[src/rtl/csa_mac_pkg.sv]
// Shared types, widths and helpers for the carry-save MAC accumulator slice.
// Helpers return 32-bit patterns; callers size-cast them to their accumulator width.
package csa_mac_pkg;

    localparam int CS_W = 8;

    typedef enum logic {
        IDLE = 1'b0,
        ACC  = 1'b1
    } state_e;

    function automatic logic [31:0] sext8(input logic [CS_W-1:0] p, input int acc_w);
        logic [31:0] r;
        r = {{(32-CS_W){p[CS_W-1]}}, p};
        if (acc_w < 32) begin
            r = r & ((32'd1 << acc_w) - 32'd1);
        end
        return r;
    endfunction

    function automatic logic [31:0] acc_max(input int acc_w);
        return (32'd1 << (acc_w - 1)) - 32'd1;
    endfunction

    function automatic logic [31:0] acc_min(input int acc_w);
        return 32'd1 << (acc_w - 1);
    endfunction

endpackage

[src/rtl/csa_mac_accumulator_if.sv]
// Beat input and frame-result output of the MAC accumulator, one valid/ready pair each.
// master = producer/consumer side, slave = the accumulator.
interface csa_mac_accumulator_if
    import csa_mac_pkg::*;
#(
    parameter int ACC_W = 16,
    parameter int CNT_W = 8
);
    logic [CS_W-1:0]  cs_a;
    logic [CS_W-1:0]  cs_b;
    logic             in_valid;
    logic             in_last;
    logic             in_ready;
    logic [ACC_W-1:0] acc_out;
    logic [CNT_W-1:0] n_terms;
    logic             ovf;
    logic             out_valid;
    logic             out_ready;

    modport master (
        output cs_a, cs_b, in_valid, in_last, out_ready,
        input  in_ready, acc_out, n_terms, ovf, out_valid
    );

    modport slave (
        input  cs_a, cs_b, in_valid, in_last, out_ready,
        output in_ready, acc_out, n_terms, ovf, out_valid
    );
endinterface

[src/rtl/csa_resolve.sv]
// Resolves a carry-save pair into a two's-complement word (carry out dropped).
// Latency: combinational.
// Backpressure: none; pure datapath, kept separate so a faster adder can drop in.
module csa_resolve
    import csa_mac_pkg::*;
(
    input  logic [CS_W-1:0] a,
    input  logic [CS_W-1:0] b,
    output logic [CS_W-1:0] sum
);
    assign sum = a + b;
endmodule

[src/rtl/csa_mac_accumulator.sv]
// Resolves carry-save products and sums them per in_last-delimited frame (CSA_MAC_SATURATE_EN clamps).
// Latency: last beat accepted at edge t -> out_valid after edge t+1; one beat per cycle.
// Backpressure: single global stall, in_ready = !out_valid || out_ready; stalled pipeline holds.
module csa_mac_accumulator
    import csa_mac_pkg::*;
#(
    parameter int ACC_W = 16,
    parameter int CNT_W = 8
)
(
    input  logic                  clk,
    input  logic                  rst_n,
    csa_mac_accumulator_if.slave  bus
);

    typedef struct packed {
        logic [ACC_W-1:0] sum;
        logic [CNT_W-1:0] n_terms;
        logic             ovf;
    } res_t;

    logic             en;
    logic             accept;
    logic [CS_W-1:0]  p_res;

    logic [CS_W-1:0]  p1;
    logic             last1;
    logic             v1;

    state_e           state;
    logic [ACC_W-1:0] acc;
    logic [CNT_W-1:0] cnt;
    logic             ovf_run;

    logic [ACC_W-1:0] addend;
    logic [ACC_W-1:0] base;
    logic [ACC_W-1:0] sum_raw;
    logic [ACC_W-1:0] sum;
    logic [CNT_W-1:0] cnt_inc;
    logic             ovf_now;

    res_t             res_q;
    logic             out_valid_q;

    assign en     = !out_valid_q || bus.out_ready;
    assign accept = bus.in_valid && en;

    csa_resolve u_resolve (
        .a   (bus.cs_a),
        .b   (bus.cs_b),
        .sum (p_res)
    );

    assign addend  = ACC_W'(sext8(p1, ACC_W));
    assign base    = (state == IDLE) ? '0 : acc;
    assign sum_raw = base + addend;
    assign ovf_now = (base[ACC_W-1] == addend[ACC_W-1]) &&
                     (sum_raw[ACC_W-1] != base[ACC_W-1]);

`ifdef CSA_MAC_SATURATE_EN
    localparam logic [ACC_W-1:0] SAT_MAX = ACC_W'(acc_max(ACC_W));
    localparam logic [ACC_W-1:0] SAT_MIN = ACC_W'(acc_min(ACC_W));

    always_comb begin
        sum = sum_raw;
        if (ovf_now) begin
            sum = addend[ACC_W-1] ? SAT_MIN : SAT_MAX;
        end
    end
`else
    assign sum = sum_raw;
`endif

    // Term count sticks at all-ones; saturation is not an arithmetic overflow.
    assign cnt_inc = (cnt == {CNT_W{1'b1}}) ? cnt : cnt + CNT_W'(1);

    always_ff @(posedge clk) begin
        if (!rst_n) begin
            p1          <= '0;
            last1       <= 1'b0;
            v1          <= 1'b0;
            state       <= IDLE;
            acc         <= '0;
            cnt         <= '0;
            ovf_run     <= 1'b0;
            res_q       <= '0;
            out_valid_q <= 1'b0;
        end else begin
            if (en) begin
                p1    <= p_res;
                last1 <= bus.in_last;
                v1    <= accept;
                if (v1) begin
                    if (last1) begin
                        res_q   <= '{sum: sum, n_terms: cnt_inc, ovf: ovf_run | ovf_now};
                        acc     <= '0;
                        cnt     <= '0;
                        ovf_run <= 1'b0;
                        state   <= IDLE;
                    end else begin
                        acc     <= sum;
                        cnt     <= cnt_inc;
                        ovf_run <= ovf_run | ovf_now;
                        state   <= ACC;
                    end
                end
            end

            // A result loading in the same cycle as a consume keeps out_valid high.
            if (en && v1 && last1) begin
                out_valid_q <= 1'b1;
            end else if (out_valid_q && bus.out_ready) begin
                out_valid_q <= 1'b0;
            end
        end
    end

    assign bus.in_ready  = en;
    assign bus.out_valid = out_valid_q;
    assign bus.acc_out   = res_q.sum;
    assign bus.n_terms   = res_q.n_terms;
    assign bus.ovf       = res_q.ovf;

endmodule

[src/flat_wrapper.sv]
// flat-port wrapper written by rule: the top's interface ports become plain ports
module csa_mac_accumulator_flat import csa_mac_pkg::*;
#(
    parameter int ACC_W = 16,
    parameter int CNT_W = 8
)
  (clk, rst_n, bus_cs_a, bus_cs_b, bus_in_valid, bus_in_last, bus_out_ready, bus_in_ready, bus_acc_out, bus_n_terms, bus_ovf, bus_out_valid);
  csa_mac_accumulator_if #(.ACC_W(ACC_W), .CNT_W(CNT_W)) bus_i ();
  input  logic clk;
  input  logic rst_n;
  input wire logic [$bits(bus_i.cs_a)-1:0] bus_cs_a;
  input wire logic [$bits(bus_i.cs_b)-1:0] bus_cs_b;
  input wire logic [$bits(bus_i.in_valid)-1:0] bus_in_valid;
  input wire logic [$bits(bus_i.in_last)-1:0] bus_in_last;
  input wire logic [$bits(bus_i.out_ready)-1:0] bus_out_ready;
  output wire logic [$bits(bus_i.in_ready)-1:0] bus_in_ready;
  output wire logic [$bits(bus_i.acc_out)-1:0] bus_acc_out;
  output wire logic [$bits(bus_i.n_terms)-1:0] bus_n_terms;
  output wire logic [$bits(bus_i.ovf)-1:0] bus_ovf;
  output wire logic [$bits(bus_i.out_valid)-1:0] bus_out_valid;
  assign bus_i.cs_a = bus_cs_a;
  assign bus_i.cs_b = bus_cs_b;
  assign bus_i.in_valid = bus_in_valid;
  assign bus_i.in_last = bus_in_last;
  assign bus_i.out_ready = bus_out_ready;
  assign bus_in_ready = bus_i.in_ready;
  assign bus_acc_out = bus_i.acc_out;
  assign bus_n_terms = bus_i.n_terms;
  assign bus_ovf = bus_i.ovf;
  assign bus_out_valid = bus_i.out_valid;
  csa_mac_accumulator #(.ACC_W(ACC_W), .CNT_W(CNT_W)) u_core (.clk(clk), .rst_n(rst_n), .bus(bus_i));
endmodule
[config.mk]
export PLATFORM = sky130hd
export DESIGN_NAME = csa_mac_accumulator_flat
export DESIGN_NICKNAME = d
export VERILOG_FILES = /design/src/rtl/csa_mac_pkg.sv /design/src/rtl/csa_mac_accumulator_if.sv /design/src/rtl/csa_resolve.sv /design/src/rtl/csa_mac_accumulator.sv /design/src/flat_wrapper.sv
export SDC_FILE = /design/constraint.sdc
export NUM_CORES = 1
export LEC_CHECK = 0
export CAP_MARGIN = 15
export CORE_ASPECT_RATIO = 1.25
export CORE_MARGIN = 2
export CORE_UTILIZATION = 55
export CTS_BUF_LIST = sky130_fd_sc_hd__clkbuf_16
export DETAILED_ROUTE_END_ITERATION = 7
export MAX_ROUTING_LAYER = met4
export PLACE_DENSITY = 0.8
export SLEW_MARGIN = 5
export SYNTH_ARGS = -nofsm -noshare
export SYNTH_HDL_FRONTEND = slang
export SYNTH_SLANG_ARGS = --single-unit
[constraint.sdc]
create_clock -name clk -period 3.6 [get_ports clk]
set_input_delay 0.36 -clock clk [delete_from_list [all_inputs] [get_ports clk]]
set_output_delay 0.36 -clock clk [all_outputs]
set_load 0.1 [all_outputs]
# == After elaboration in Yosys (flattened, before gate mapping) ==
# Cells that the tools add are included.
# op_classes
n_bitwise,1
n_reduce_logical,10
n_mux,8
eq_ne,3
add_sub_neg,3
# ops
operator,count
16-bit two-way mux,2
16-bit adder,1
8-bit two-way mux,2
8-bit by 1-bit adder with 8-bit output (second input constant),1
8-bit adder,1
8-bit == test (second input constant),1
1-bit logical AND,5
1-bit two-way mux,4
3-bit AND reduction,1
2-bit AND reduction,1
2-bit nonzero test,1
1-bit == test,1
1-bit logical NOT,1
1-bit logical OR,1
1-bit inequality test,1
1-bit OR,1
# word_totals
input_bits,21
register_bits,62
elab_cells,36
out_inout_bits,27

# == Longest topological paths before layout ==
# Gate-level depths: netlist of the first run.
# depth
ltp_word,6
ltp_mapped,11
depth_no_buf,10

# == Modules after synthesis ==
# Synthesis of the first run repeated with hierarchy kept, for this count alone.
# unflattened
cells_unflattened,402
hier_area_um2,3518.4
# modules_own_cells
module,seq_area_each_um2,cells_each,n_inst,area_each_um2
csa_mac_accumulator,1241.2,360,1,3186.8
csa_resolve,0.0,42,1,331.6

# == Worst setup path before layout of the first run ==
# OpenSTA, ideal clock, no wires.
# synth_path
path_kind,register -> register
start,reg u_core.out_valid_q (netlist: u_core.bus.out_valid)
end,reg u_core.p1[7]
arrival_time_ns,2.465
path_stages_with_launch,7
n_path_buf,2
required_time_ns,3.419
slack_ns,0.954
synth_period_minus_slack_ns,2.646
setup_time_ns,0.181
cell_sequence,dfxtp_1 nor2b_1 clkbuf_1 inv_1 buf_1 o21ai_0 a21oi_1
# synth_via
elab_chain_len,2
# synth_rtl
element,line_no,source
from (decl),csa_mac_accumulator.sv:43,logic out_valid_q;
from (signal assigned),csa_mac_accumulator.sv:87,out_valid_q <= 1'b0;
from (signal assigned),csa_mac_accumulator.sv:111,out_valid_q <= 1'b1;
from (signal assigned),csa_mac_accumulator.sv:113,out_valid_q <= 1'b0;
1-bit logical NOT,csa_mac_accumulator.sv:45,assign en = !out_valid_q || bus.out_ready;
1-bit logical OR,csa_mac_accumulator.sv:45,
named net bus_in_ready,flat_wrapper.sv:16,output wire logic [$bits(bus_i.in_ready)-1:0] bus_in_ready;
to (signal assigned),csa_mac_accumulator.sv:90,p1 <= p_res;
to (decl),csa_mac_accumulator.sv:26,logic [CS_W-1:0] p1;
# The timed path passes the listed nets, and every way through them passes these cells.
# A chain may end at the register's enable or synchronous reset.

# == Worst setup path in the final report of the first run ==
# layout_path
start,reg u_core.state
end,reg u_core.acc[14]
# layout_via
elab_chain_len,3
# layout_rtl
element,line_no,source
from (decl),csa_mac_accumulator.sv:30,state_e state;
from (signal assigned),csa_mac_accumulator.sv:82,state <= IDLE;
from (signal assigned),csa_mac_accumulator.sv:99,state <= IDLE;
from (signal assigned),csa_mac_accumulator.sv:104,state <= ACC;
16-bit two-way mux,csa_mac_accumulator.sv:55,assign base = (state == IDLE) ? '0 : acc;
16-bit adder,csa_mac_accumulator.sv:56,assign sum_raw = base + addend;
16-bit two-way mux,csa_mac_accumulator.sv:94,if (last1) begin
to (signal assigned),csa_mac_accumulator.sv:101,acc <= sum;
to (decl),csa_mac_accumulator.sv:31,logic [ACC_W-1:0] acc;
# No other way between the ends.

==> results.yml, run 1 <==
logic_synthesis:
  async_reset_ff_share_pct: 0
  synth_nets: 449
  ys_seq_area_share_pct: 35.6
  synth_largest_area_cell: "dfxtp_1"
  netlist_instances: 403
  yosys-top-cells-area: "dfxtp_1, ha_1, nand2_1"
  synth-main-ff-cell: "dfxtp_1"
  synthTopCellsByCount: "dfxtp_1, nand2_1, o21ai_0, and2_1, ha_1"
  yosysWarnings: 0
  synth.cell_area_mm2: 0.00348
  synth_edf_count: 0
  yosysMostFrequentCell: "dfxtp_1"
  ys_types: 53
  synth_top_area_share_pct: 35.6
  synth-seq-cells: 62
  synth_area_per_cell_um2: 8.64
sta:
  skew_ps: 7.43
  fmax_ghz: 0.357
  tightest_slew_ps: 999
  drv_slew: 0
  finalCritPeriodShare_pct: 77.7
  rsz0062_at_grt: "false"
  finalSetupTns_ps: 0
  max-slew-margin-rel_pct: 33.2
  finalSetupViolations: 0
  final-hold-violation-count: 0
  period_needed_ps: 2800
pwr:
  leakage_nw: 1.77
  p_sw_share_pct: 26.3
  irDropWorstVdd_mv: 0.271
  pwr-share-seq_pct: 38.2
  p_switching_uw: 510
  power.clock.fraction_pct: 47.7
  power.density_cell_area_mw_per_mm2: 448
  power.internal_mw: 1.43
  power_frac_comb_pct: 14.1
worst_setup_path:
  path_class: "register to register"
  worstPathRequired_ps: 3820
  reg2reg_to: "u_core.acc[14]$_SDFFE_PN0P_"
  cp_max_fo: 19
  worst_ep_arrival_time_ps: 3020
  crit_path_start_kind: "register"
  r2r_cells: 10
  reg2reg_slack_ps: 800
  endpoint_kind: "register"
  r2r-start: "u_core.state$_SDFFE_PN0P_"
routing:
  drt-vias-per-instance: 5.63
  dr_total_vias: 3025
  drt_iter0_drc: 149
  drt-pass1-iter-count: 4
  routedWlPerCell_um: 14.8
  drc: 0
  routed_wl_um: 7920
  postRouteAntennaNets: 0
layout:
  area_growth_pct: 24.5
  fin_nets: 493
  n_antenna_cell: 0
  nFillCells: 505
  drive_gt1_share_pct: 6.86
  fin_util_pct: 70.3
clock_network:
  cts_hold_buffers: 0
  cts_tree: "done"
  cts_resized: 0
  cts_max_path_buffers: 2
  cts_setup_buffers: 0
  cts.reportedPaths.clkPinSlew_ps: 60
  clock_latency_ps: 330
  cts-buffers-inserted: 9
  root_buffer: "clkbuf_16"
  clock_sinks: 62
  cts_max_level: 3
grt:
  antenna_found_initial: 0
  grt_max_degree: 35
  grt_pass1_wl_um: 13500
  grt_pass1_vias: 2992
  grt_usage_pct: 25.9
  grt_overflow: 0
floorplan:
  start_util_pct: 56.5
  die_height_um: 93.0
  num_rows: 32
  die_w_um: 75.2
  dieArea_mm2: 0.00699
  coreArea_mm2: 0.00617
  pin_count: 48
job:
  cap_violations: 0
placed_design:
  dp_hpwl_um: 5600
  port_buffers: 47
  gp_congestion: 0.880
min_path:
  hold-path-cell-count: 2
  hp-class: "register to register"
  hold_start: "u_core.bus.n_terms[7]$_SDFFE_PN0P_"
  min_to: "u_core.bus.n_terms[7]$_SDFFE_PN0P_"
status:
  status: "completed"
[worst max path at each step]
stage / startpoint / end
after CTS: u_core.state$_SDFFE_PN0P_ / u_core.acc[14]$_SDFFE_PN0P_
after global routing: u_core.state$_SDFFE_PN0P_ / u_core.acc[10]$_SDFFE_PN0P_
after global placement: u_core.state$_SDFFE_PN0P_ / u_core.acc[15]$_SDFFE_PN0P_
final: u_core.state$_SDFFE_PN0P_ / u_core.acc[14]$_SDFFE_PN0P_
after detailed placement: u_core.state$_SDFFE_PN0P_ / u_core.acc[14]$_SDFFE_PN0P_
after floorplan: u_core.bus.out_valid$_SDFFE_PN0P_ / u_core.p1[7]$_SDFFE_PN0N_
[power groups by stage]
stage          Clock (mW)  Combinational [mW]  Sequential [mW]
2_1_floorplan           0               0.175            0.774
3_3_place_gp            0               0.266            0.755
3_5_place_dp            0               0.270            0.756
4_1_cts             0.942               0.273            0.741
5_1_grt             0.966               0.304            0.746
6_report            0.926               0.273            0.742
[stage by stage]
step | area [um^2] | hold WS [ps] | setup WS (ps) | total power [mW] | cells
2_1_floorplan | 3480 | 417 | 954 | 0.949 | 403
3_3_place_gp | 4010 | 435 | 889 | 1.02 | 521
3_5_place_dp | 4010 | 444 | 795 | 1.03 | 521
4_1_cts | 4340 | 457 | 796 | 1.96 | 537
5_1_grt | 4340 | 487 | 538 | 2.02 | 537
6_report | 4340 | 454 | 802 | 1.94 | 537
[sequential cells by signal, summed over array words and instances (netlist names)]
| signal | flops |
|---|---|
| u_core.bus.ovf | 1 |
| u_core.p1 | 8 |
| u_core.acc | 16 |
| u_core.ovf_run | 1 |
| u_core.v1 | 1 |
| u_core.bus.out_valid | 1 |
| u_core.cnt | 8 |
| u_core.bus.acc_out | 16 |
| u_core.bus.n_terms | 8 |
| u_core.state | 1 |
| u_core.last1 | 1 |
[cells by family after synthesis]
family                   synth area share, %
adder cells (fa/ha/maj)                 9.41
AO/OA/AOI/OAI                           25.8
buffers and inverters                   4.06
multiplexers                           0.862
AND/OR/NAND/NOR                         19.3
flip-flops                              35.6
XOR/XNOR                                5.03
[cells in the final DEF, fill, tap and decap left out, types with 2 or more instances in the layout]
master           netlist  final
dfxtp_1               62     62
nand2_1               50     50
clkdlybuf4s50_1        0     46
o21ai_0               33     33
and2_1                23     23
ha_1                  23     23
a21oi_1               20     20
a22o_1                19     19
inv_1                 16     16
nor2b_1               12     12
nand3_1               12     12
xor2_1                11     11
a21boi_0              10     10
nor2_1                 9      9
xnor2_1                9      9
clkbuf_16              0      9
a21o_1                 7      7
o211ai_1               6      6
buf_4                  0      6
and3_1                 5      5
a22oi_1                5      5
nor3_1                 4      4
a211oi_1               4      4
nand3b_1               3      3
o21a_1                 3      3
mux2i_1                3      3
nor3b_1                2      2
o22ai_1                2      2
o211a_1                2      2
nor3b_2                2      2
nand4_1                2      2
nand2b_1               2      2
o41ai_1                2      2
o31ai_1                2      2
fa_1                   2      2
clkinv_4               0      2
bufinv_16              0      2
[metal layers]
metal  vias to the layer above  part of all wire, %  GRT usage, %
met2                        71                   51          42.3
met4                         0                  2.6          12.4
met3                        19                  3.8          5.28
li1                       1539                    -             -
met5                         -                    0             -
met1                      1396                   43          29.9
[cell type report]
class,instances,area [um^2],share of cell area (%)
tap,85,106,2.45
multi-input combinational,306,2100,48.4
clock inverter,7,97.6,2.25
inverter,16,60.1,1.38
clock buffer,9,225,5.19
sequential,62,1240,28.6
timing repair buffer,52,505,11.7
[critical path, cell delays in order, from the launching register on]
cell and delay, ps:
dfxtp_1 690, and2_1 230, ha_1 190, inv_1 60, fa_1 400, nor2b_1 160
o211ai_1 140, a21o_1 220, o211a_1 250, xnor2_1 140, a22o_1 210
No activity file was read; power rests on OpenSTA's default activity.
==> run 2, diff against run 1 <==
CORE_UTILIZATION = 50   (was 55)
PLACE_DENSITY = 0.77   (was 0.8)
clock period = 2.3 ns   (was 3.6 ns; I/O delays follow)
==> results.yml, run 2 (same netlist as run 1, synthesis figures left out) <==
routing:
  drt-pass1-iter-count: 4
  drc: 0
  postRouteAntennaNets: 0
  drt-vias-per-instance: 5.65
  routed_wl_um: 8800
  routedWlPerCell_um: 15.3
  dr_total_vias: 3246
  drt_iter0_drc: 154
layout:
  final_cell_mix: "buf_4, dfxtp_1, nand2_1"
  nFillCells: 547
  ff_latch_area_mm2: 0.00125
  fin_nets: 526
  n_antenna_cell: 0
  stdcell_area_mm2: 0.00469
  final_common_cell: "buf_4"
  drive_gt1_share_pct: 24.7
  multiInputGateArea_mm2: 0.00231
  area_growth_pct: 34.6
pwr:
  irDropWorstVdd_mv: 0.400
  power_frac_comb_pct: 18.5
  power.density_cell_area_mw_per_mm2: 609
  pwr-share-seq_pct: 40.9
  leakage_nw: 2.00
  p_switching_uw: 794
  p_sw_share_pct: 27.8
  total_power_mw: 2.86
  power.internal_mw: 2.06
  power.clock.fraction_pct: 40.5
sta:
  fmax_ghz: 0.425
  drv_slew: 0
  tightest_slew_ps: 550
  skew_ps: 6.80
  setup_slack_ps: -52.3
  max-slew-margin-rel_pct: 63.3
  rsz0062_at_grt: "true"
  final-hold-violation-count: 0
  finalCritPeriodShare_pct: 102
  finalSetupViolations: 3
  period_needed_ps: 2350
placed_design:
  dp_hpwl_um: 6300
  placed_area_mm2: 0.00423
  port_buffers: 47
  gp_congestion: 0.920
floorplan:
  num_rows: 34
  start_util_pct: 50.9
  dieArea_mm2: 0.00765
  coreArea_mm2: 0.00685
  die_w_um: 78.7
  die_height_um: 97.3
  pin_count: 48
grt:
  antenna_found_initial: 0
  grt_pass1_vias: 3176
  grt_max_degree: 28
  grt_usage_pct: 24.6
  grt_pass1_wl_um: 14500
  grt_overflow: 0
status:
  status: "finished with violations"
  failed_checks: "negative setup slack"
worst_setup_path:
  crit_family: "compound AO/OA/AOI/OAI gates"
  endpoint_kind: "register"
  max_stage_delay_ps: 410
  crit_buf_inv: 1
  worst_ep_arrival_time_ps: 2570
  worstPathRequired_ps: 2520
  cp_max_fo: 7
  critical-path-slowest-cell: "fa_2"
  cp_cell_sequence: "and2_4, ha_4, inv_2, fa_2, nor2b_4, o211ai_1, a21o_1, o211a_1, xnor2_2, a22o_1"
  path_class: "register to register"
  crit_path_start_kind: "register"
clock_network:
  root_buffer: "clkbuf_16"
  cts.reportedPaths.clkPinSlew_ps: 50
  clock_latency_ps: 330
  cts_tree: "done"
  cts-buffers-inserted: 9
  cts_max_level: 3
  cts_max_path_buffers: 2
  clock_sinks: 62
job:
  cap_violations: 0
min_path:
  hp-class: "register to register"
## run 2: power groups by stage
stage,clock network (mW),registers [mW],logic [mW]
floorplan,0,1.22,0.294
global placement,0,1.18,0.479
detailed placement,0,1.18,0.492
CTS,1.17,1.17,0.512
global route,1.23,1.17,0.575
finish,1.16,1.17,0.528
## run 2: metal layers
layer	up-vias	GRT usage (%)	wire [um]
met5	-	-	0
met4	0	11.9	364
met3	29	5.58	398
met2	96	41.2	4390
met1	1523	27.2	3640
li1	1598	-	-
## run 2: cell type report
class                      instances  share of cell area [%]
clock buffer                       9                    4.80
clock inverter                     7                   0.694
inverter                          16                    1.28
multi-input combinational        306                    49.2
sequential                        62                    26.7
tap                               90                    2.40
timing repair buffer              85                    15.0
## run 2: per-stage QoR
step           worst slack, ps  TNS, ps  hold WS (ps)  cells  utilization (%)
2_1_floorplan            -56.7    -96.9           377    403                -
3_3_place_gp             -42.8     -139           437    554             61.8
3_5_place_dp              -118     -455           445    554             61.8
4_1_cts                   2.40        0           457    573             67.1
5_1_grt                   -151    -1170           475    575             68.5
6_report                 -52.3     -105           451    575             68.5
## run 2: worst paths after layout
check                                     startpoint                                  to  slack (ps)  cells past startpoint
hold reg to reg   u_core.bus.n_terms[7]$_SDFFE_PN0P_  u_core.bus.n_terms[7]$_SDFFE_PN0P_         450                      2
setup reg to reg           u_core.state$_SDFFE_PN0P_         u_core.acc[14]$_SDFFE_PN0P_         -50                     10
hold / removal    u_core.bus.n_terms[7]$_SDFFE_PN0P_  u_core.bus.n_terms[7]$_SDFFE_PN0P_         450                      2
setup / recovery           u_core.state$_SDFFE_PN0P_         u_core.acc[14]$_SDFFE_PN0P_         -50                     10
## run 2: what timing repair did
| item | CTS | global route |
|---|---|---|
| pin swaps | 11 | 15 |
| setup endpoints to repair | 13 | 18 |
| hold buffers | 0 | 0 |
| gates resized for setup | 16 | 21 |
| setup buffers | 3 | 2 |
## run 2: tightest hold or removal path: stages, from the launching register on
cell and delay, ps:
dfxtp_1 320, nand2_1 40, o21ai_0 50
==> run 3, diff against run 2 <==
CTS_CLUSTER_SIZE = 12   (was not set)
SKIP_CTS_REPAIR_TIMING = 1   (was not set)
==> results.yml, run 3 (same netlist as run 1, synthesis figures left out) <==
sta:
  skew_ps: 5.53
  tightest_slew_ps: 565
  finalSetupViolations: 5
  setup_slack_ps: -75.1
  rsz0062_at_grt: "true"
  period_needed_ps: 2380
  finalCritPeriodShare_pct: 103
  drv_slew: 0
  final-hold-violation-count: 0
  fmax_ghz: 0.421
  max-slew-margin-rel_pct: 62.2
clock_network:
  cts.reportedPaths.clkPinSlew_ps: 50
  cts-buffers-inserted: 9
  cts_max_level: 3
  clock_sinks: 62
  cts_max_path_buffers: 2
  root_buffer: "clkbuf_16"
  cts_tree: "done"
  clock_latency_ps: 330
min_path:
  hp-class: "register to register"
layout:
  n_antenna_cell: 0
  stdcell_area_mm2: 0.00470
  final_cell_mix: "buf_4, dfxtp_1, nand2_1"
  fin_cells: 574
  area_growth_pct: 35.0
  final_common_cell: "buf_4"
  fin_nets: 525
  drive_gt1_share_pct: 25.2
  nFillCells: 547
  fin_util_pct: 68.7
floorplan:
  die_height_um: 97.3
  start_util_pct: 50.9
  num_rows: 34
  dieArea_mm2: 0.00765
  die_w_um: 78.7
  coreArea_mm2: 0.00685
  pin_count: 48
status:
  status: "finished with violations"
  failed_checks: "negative setup slack"
placed_design:
  placed_cells: 554
  port_buffers: 47
  gp_congestion: 0.920
  place_ws_ps: -118
  dp_hpwl_um: 6300
  placed_area_mm2: 0.00423
routing:
  dr_total_vias: 3252
  routedWlPerCell_um: 15.5
  drt-vias-per-instance: 5.67
  drc: 0
  drt_iter0_drc: 143
  drt-pass1-iter-count: 5
  routed_wl_um: 8920
  postRouteAntennaNets: 0
pwr:
  irDropWorstVdd_mv: 0.402
  leakage_nw: 1.98
  power.density_cell_area_mw_per_mm2: 611
job:
  cap_violations: 0
grt:
  antenna_found_initial: 0
  grt_pass1_vias: 3082
  grt_usage_pct: 23.7
  grt_max_degree: 28
  grt_pass1_wl_um: 13900
  grt_overflow: 0
worst_setup_path:
  cp_max_fo: 7
  max_stage_delay_ps: 410
  path_class: "register to register"
  endpoint_kind: "register"
  cp_cell_sequence: "and2_4, ha_4, inv_2, fa_2, nor2b_4, o211ai_1, a21o_1, o211a_1, xnor2_2, a22o_1"
  crit_path_start_kind: "register"
  worst_ep_arrival_time_ps: 2590
  worstPathRequired_ps: 2520
  critical-path-slowest-cell: "fa_2"
[run 3: cell types whose count changed in the layout (fill, tap and decap cells not counted)]
cell / previous run / this run
o21ai_0: 29 / 28
buf_6: 1 / 2
ha_4: 8 / 9
nor2b_4: 2 / 1
clkbuf_4: 0 / 1
buf_4: 62 / 60
a21boi_2: 0 / 1
nor2b_2: 0 / 1
buf_2: 1 / 0
ha_1: 15 / 14
o21ai_2: 3 / 4
a21boi_1: 1 / 0
[run 3: power by group]
part	total, mW	internal [mW]	switching, mW
clock	1.16	0.707	0.456
combinational	0.537	0.241	0.295
sequential	1.17	1.12	0.0529
total	2.87	2.07	0.804
[run 3: final cells by class]
| type | count | area, um^2 | area share, % |
|---|---|---|---|
| timing repair buffer | 84 | 701 | 14.9 |
| multi-input combinational | 306 | 2320 | 49.4 |
| clock buffer | 9 | 225 | 4.79 |
| inverter | 16 | 60.1 | 1.28 |
| clock inverter | 7 | 32.5 | 0.692 |
| sequential | 62 | 1250 | 26.6 |
| tap | 90 | 113 | 2.39 |
[run 3: path summary, 6_finish.rpt]
kind,endpoint,startpoint,slack (ps),depth (start not counted)
worst max register to register,u_core.acc[14]$_SDFFE_PN0P_,u_core.state$_SDFFE_PN0P_,-80,10
worst min-delay path,u_core.bus.n_terms[7]$_SDFFE_PN0P_,u_core.bus.n_terms[7]$_SDFFE_PN0P_,450,2
worst max-delay path,u_core.acc[14]$_SDFFE_PN0P_,u_core.state$_SDFFE_PN0P_,-80,10
worst min register to register,u_core.bus.n_terms[7]$_SDFFE_PN0P_,u_core.bus.n_terms[7]$_SDFFE_PN0P_,450,2
[run 3: per-stage QoR]
step,TNS (ps),hold slack (ps),power (mW)
after floorplan,-96.9,377,1.51
after global placement,-139,437,1.66
after detailed placement,-455,445,1.68
after CTS,-615,457,2.83
after global routing,-1110,475,2.99
final,-184,451,2.87
[run 3: worst max-delay path: cells and delay by family (launching register included)]
family | cells | cell delay, ps
AO/OA/AOI/OAI | 4 | 840
adder cells (fa/ha/maj) | 2 | 530
flip-flops | 1 | 390
buffers and inverters | 1 | 40
XOR/XNOR | 1 | 160
AND/OR/NAND/NOR | 2 | 300
[run 3: metal layers]
| metal | global-route usage (%) | vias up | wire length (um) |
|---|---|---|---|
| met3 | 5.48 | 39 | 472 |
| met1 | 26.6 | 1511 | 3640 |
| li1 | - | 1587 | - |
| met2 | 39.8 | 115 | 4470 |
| met5 | - | - | 0 |
| met4 | 10.3 | 0 | 336 |
